===== src/rtl/mem_fifo_ctrl.sv =====
// mem_fifo_ctrl
//   Single-clock FIFO controller driving one simple dual-port RAM that has a
//   registered, rd_en-gated read port. The RAM read register doubles as the
//   first-word-fall-through output stage, so capacity is RAM_DEPTH + 1 words.
//
// Optional feature:
//   MEM_FIFO_CTRL_FLUSH_EN - adds input 'flush'; a flush cycle empties the FIFO
//   (rst_n still has priority). Without the macro the flush path is absent.
//
// Ports:
//   clk, rst_n            clock, synchronous active-low reset
//   in_valid/in_ready     producer handshake, in_data producer word
//   out_valid/out_ready   consumer handshake, out_data head word (= mem_rdata)
//   mem_wdata/waddr/wr_en RAM write port
//   mem_raddr/rd_en       RAM read port, mem_rdata RAM read register output
//   level                 words held (RAM entries + output stage)
//
// Output stage states:
//   state     | meaning
//   OUT_EMPTY | RAM read register holds no valid word (out_valid=0)
//   OUT_FULL  | RAM read register holds the head word (out_valid=1)

module mem_fifo_ctrl #(
    parameter int DATA_WIDTH = 8,
    parameter int ADDR_WIDTH = 2,
    parameter int RAM_DEPTH  = 4
) (
    input  logic                  clk,
    input  logic                  rst_n,
`ifdef MEM_FIFO_CTRL_FLUSH_EN
    input  logic                  flush,
`endif
    input  logic                  in_valid,
    output logic                  in_ready,
    input  logic [DATA_WIDTH-1:0] in_data,
    output logic                  out_valid,
    input  logic                  out_ready,
    output logic [DATA_WIDTH-1:0] out_data,
    output logic [DATA_WIDTH-1:0] mem_wdata,
    output logic [ADDR_WIDTH-1:0] mem_waddr,
    output logic                  mem_wr_en,
    output logic [ADDR_WIDTH-1:0] mem_raddr,
    output logic                  mem_rd_en,
    input  logic [DATA_WIDTH-1:0] mem_rdata,
    output logic [ADDR_WIDTH:0]   level
);

    typedef enum logic {
        OUT_EMPTY = 1'b0,
        OUT_FULL  = 1'b1
    } out_state_e;

    localparam logic [ADDR_WIDTH:0]   DEPTH_C = (ADDR_WIDTH+1)'(RAM_DEPTH);
    localparam logic [ADDR_WIDTH:0]   CNT_ONE = (ADDR_WIDTH+1)'(1);
    localparam logic [ADDR_WIDTH-1:0] PTR_ONE = ADDR_WIDTH'(1);

    out_state_e            state_q, state_d;
    logic [ADDR_WIDTH-1:0] wptr_q, wptr_d;
    logic [ADDR_WIDTH-1:0] rptr_q, rptr_d;
    logic [ADDR_WIDTH:0]   ram_cnt_q, ram_cnt_d;

    logic flush_w;
    logic active;
    logic wr_fire;
    logic fetch;

`ifdef MEM_FIFO_CTRL_FLUSH_EN
    assign flush_w = flush;
`else
    assign flush_w = 1'b0;
`endif

    // Reset and flush both block all RAM traffic in the cycle they are applied.
    assign active    = rst_n & ~flush_w;

    // Full is judged on the registered count only; a same-cycle fetch does not
    // free a slot for the producer.
    assign in_ready  = active & (ram_cnt_q != DEPTH_C);
    assign wr_fire   = in_valid & in_ready;

    // Fetch refills the read register whenever it is empty or being drained.
    assign out_valid = (state_q == OUT_FULL);
    assign fetch     = active & (ram_cnt_q != '0) & (~out_valid | out_ready);

    assign mem_wdata = in_data;
    assign mem_waddr = wptr_q;
    assign mem_wr_en = wr_fire;
    assign mem_raddr = rptr_q;
    assign mem_rd_en = fetch;
    assign out_data  = mem_rdata;

    assign level     = ram_cnt_q + {{ADDR_WIDTH{1'b0}}, out_valid};

    always_comb begin
        state_d   = state_q;
        wptr_d    = wptr_q;
        rptr_d    = rptr_q;
        ram_cnt_d = ram_cnt_q;

        if (wr_fire) begin
            wptr_d = wptr_q + PTR_ONE;
        end
        if (fetch) begin
            rptr_d = rptr_q + PTR_ONE;
        end

        case ({wr_fire, fetch})
            2'b10:   ram_cnt_d = ram_cnt_q + CNT_ONE;
            2'b01:   ram_cnt_d = ram_cnt_q - CNT_ONE;
            default: ram_cnt_d = ram_cnt_q;
        endcase

        case (state_q)
            OUT_EMPTY: begin
                if (fetch) begin
                    state_d = OUT_FULL;
                end
            end
            OUT_FULL: begin
                if (out_ready && !fetch) begin
                    state_d = OUT_EMPTY;
                end
            end
            default: state_d = OUT_EMPTY;
        endcase
    end

    // RAM contents are deliberately left untouched; only the bookkeeping is
    // cleared, which discards every held word.
    always_ff @(posedge clk) begin
        if (!rst_n || flush_w) begin
            state_q   <= OUT_EMPTY;
            wptr_q    <= '0;
            rptr_q    <= '0;
            ram_cnt_q <= '0;
        end else begin
            state_q   <= state_d;
            wptr_q    <= wptr_d;
            rptr_q    <= rptr_d;
            ram_cnt_q <= ram_cnt_d;
        end
    end

endmodule


===== config.mk =====
export PLATFORM = sky130hd
export DESIGN_NAME = mem_fifo_ctrl
export DESIGN_NICKNAME = d
export VERILOG_FILES = /design/src/rtl/mem_fifo_ctrl.sv
export SDC_FILE = /design/constraint.sdc
export NUM_CORES = 1
export LEC_CHECK = 0
export CORE_UTILIZATION = 31
export CTS_CLUSTER_DIAMETER = 60
export DETAILED_ROUTE_END_ITERATION = 16
export GPL_ROUTABILITY_DRIVEN = 0
export PLACE_DENSITY = 0.77
export SKIP_CTS_REPAIR_TIMING = 1
export SLEW_MARGIN = 20
export SYNTH_ARGS = -nofsm -noshare
export SYNTH_HDL_FRONTEND = slang
export SYNTH_SLANG_ARGS = --single-unit
export TNS_END_PERCENT = 1

===== constraint.sdc =====
create_clock -name clk -period 2.7 [get_ports clk]
set_clock_uncertainty 0.2 [all_clocks]
set_input_delay 0.405 -clock clk [delete_from_list [all_inputs] [get_ports clk]]
set_output_delay 0.405 -clock clk [all_outputs]
set_load 0.02 [all_outputs]

==> out/results.txt <==
Most frequent cell after synthesis -> buf_4
Commonest cells post-synth -> 16 x buf_4, 8 x dfxtp_1, 5 x nand2_1, 4 x o21ai_0
DRC violations left -> 0
First-iteration detailed-routing DRC count -> 3
Slew HR -> 0.7149
Ys async rst share -> 0
Global-route wire length before repair -> 1462 µm
IO Count -> 47
Worst hold path type -> reg -> reg
CTS tree -> yes
Vias -> 396
Unrepaired setup endpoints after global routing -> false
Worst VDD drop -> 303.8 µV
DIE AREA -> 2025 µm²
Area of the core -> 1727 µm²
Vias in the first global route -> 324
Worst slew pin tran -> 0.4245 ns
Design area -> 663.1 µm²
CTS Sinks -> 8
Reg2reg path depth -> 9
CTS max path bufs -> 2
CP top delay family -> buffers and inverters
Cts bufs inserted -> 3
Synth unique cells -> 20
Fmax -> 395.1 MHz
CP bufs+invs -> 3
Share of cells above drive strength 1 -> 0.1045
Worst-path maximum fanout -> 8
Leak Pwr -> 0.2573 nW
Power Total -> 0.5972 mW
Die extent in x -> 45.00 µm
Pwr Density -> 900.5 nW/µm²
Clk_lat worst skew -> 0.26 ns
Synthesis-stage register bit count -> 8
WL/cell -> 10.24 µm
Final Hold Fails -> 0
Syn Nets -> 89
Top cells by area, synth -> dfxtp_1 28%, buf_4 21%, ha_1 6.6%
EDFF count, synth -> 0
Slowest CP cell -> clkdlybuf4s50_1
Register area share after synthesis -> 0.2795
Hold depth -> 2
Post-DP HPWL -> 727.9 µm
Syn Area/Cell -> 8.816 µm²
Critical path depth -> 4
Root buffer cell -> clkbuf_4
NumNets Final -> 93
Dominant synthesized flop cell -> dfxtp_1
Largest net degree at the start of global routing -> 9
Area share of the largest cell type after synthesis -> 0.2795
Ant. Diodes -> 0
Max Cap Viol -> 0
Synth Warn # -> 0
Most frequent CP cell -> clkdlybuf4s50_1
Final worst path period need -> 2.531 ns
CP Capture Type -> output pin
Tcrit/Tclk final -> 0.9375
Grt ovf -> 0
DRT Wirelength -> 942 µm
Area Growth Syn to Fin -> 15.72%
Final setup vio count -> 0
H-tree depth -> 1
Crit path DAT -> 1.93 ns
Status -> complete, no violations
GRT Util Overall -> 0.1040
Clk slew on worst S/H paths -> 0.06 ns
Crit path kind -> in -> out
Initial antenna violation count -> 0
Placed cell area -> 640.6 µm²
Initial core utilization -> 0.3319
CP Cell Sequence -> clkdlybuf4s50_1 > buf_4 > and2_1 > clkdlybuf4s50_1
ANT nets after route -> 0
Vias per inst -> 4.304
Slew Viols, Final -> 0
DRT Pass-1 Iters -> 2
Synth Cell Area -> 573.1 µm²
Required time worst endpoint -> 2.10 ns
Port Buffers -> 14
# rows -> 15
Leading area contributor after synthesis -> dfxtp_1
Die Y -> 45.00 µm
Max stage delay on crit path -> 0.61 ns
Critical Path Start Type -> input port
Syn Inst Count -> 65
## cells by family (layout without fill, tap and decap cells)
kind of cell / Yosys count / in the layout / share of synthesized area
AND/OR/NAND/NOR: 20 / 20 / 0.2096
buffers and inverters: 20 / 22 / 0.2358
AO/OA/AOI/OAI: 8 / 8 / 0.09388
flip-flops: 8 / 8 / 0.2795
adder cells (fa/ha/maj): 4 / 4 / 0.1004
XOR/XNOR: 3 / 3 / 0.04586
multiplexers: 2 / 2 / 0.03494
## layer usage
layer,vias up,share of wire,GRT usage
met1,171,0.46,0.1351
li1,203,-,-
met4,0,0.018,0.08485
met3,4,0.12,0.05200
met2,18,0.41,0.1246
met5,-,0,0
## where the power goes
group          internal [mW]  leakage [nW]  switching [mW]  total (mW)
logic                  0.160         0.178           0.154       0.315
registers              0.150        0.0656          0.0372       0.187
clock network         0.0511        0.0138          0.0441      0.0953
total                  0.362         0.257           0.236       0.597
## worst min-delay path, cell delays in order, from the launching register on
cell     delay, ns
dfxtp_1       0.32
nand2_1       0.06
mux2i_1       0.05
## cells in the final DEF, fill, tap and decap left out
cell type        count
nand2_1              5
o41a_1               1
xor2_1               2
dfxtp_1              8
clkdlybuf4s50_1     14
fa_1                 1
a21boi_1             3
o21ai_0              4
and2_1               3
nor3_1               1
buf_4                2
xnor2_1              1
nor3b_2              2
nor3b_1              1
or3_1                3
ha_1                 3
mux2i_1              2
nor2b_1              3
nand2b_1             2
inv_1                3
clkbuf_4             3
## stage by stage
step / hold slack, ns / TNS [ns] / instances / utilization / setup slack [ns]
final: 0.2746 / 0 / 92 / 0.3841 / 0.1687
after global routing: 0.3014 / 0 / 92 / 0.3841 / 0.09459
after CTS: 0.2793 / 0 / 92 / 0.3841 / 0.1505
after detailed placement: 0.2728 / -0.06286 / 89 / 0.3710 / -0.06286
after global placement: 0.2530 / 0 / 89 / 0.3710 / 0.01616
after floorplan: 0.3009 / 0 / 65 / - / 0.2421
## worst paths after layout
check	start	to	slack (ns)
min reg2reg	mem_raddr[1]$_SDFFE_PN0P_	mem_raddr[1]$_SDFFE_PN0P_	0.27
min	mem_raddr[1]$_SDFFE_PN0P_	mem_raddr[1]$_SDFFE_PN0P_	0.27
max reg2reg	ram_cnt_q[2]$_SDFFE_PN0P_	ram_cnt_q[2]$_SDFFE_PN0P_	0.30
max	rst_n	mem_wr_en	0.17
## state kept, by name, summed over array words and instances, names as in the netlist
signal / cells
mem_raddr: 2
mem_waddr: 2
out_valid: 1
ram_cnt_q: 3
## area by class of cell
cell class	instances	area, µm²
repair buffers	16	155.1
inverters	3	11.26
fillers	202	1064
clock buffers	3	22.52
well taps	25	31.28
flip-flops and latches	8	160.2
multi-input cells	37	282.8
Power figures use the tool's default switching activity.
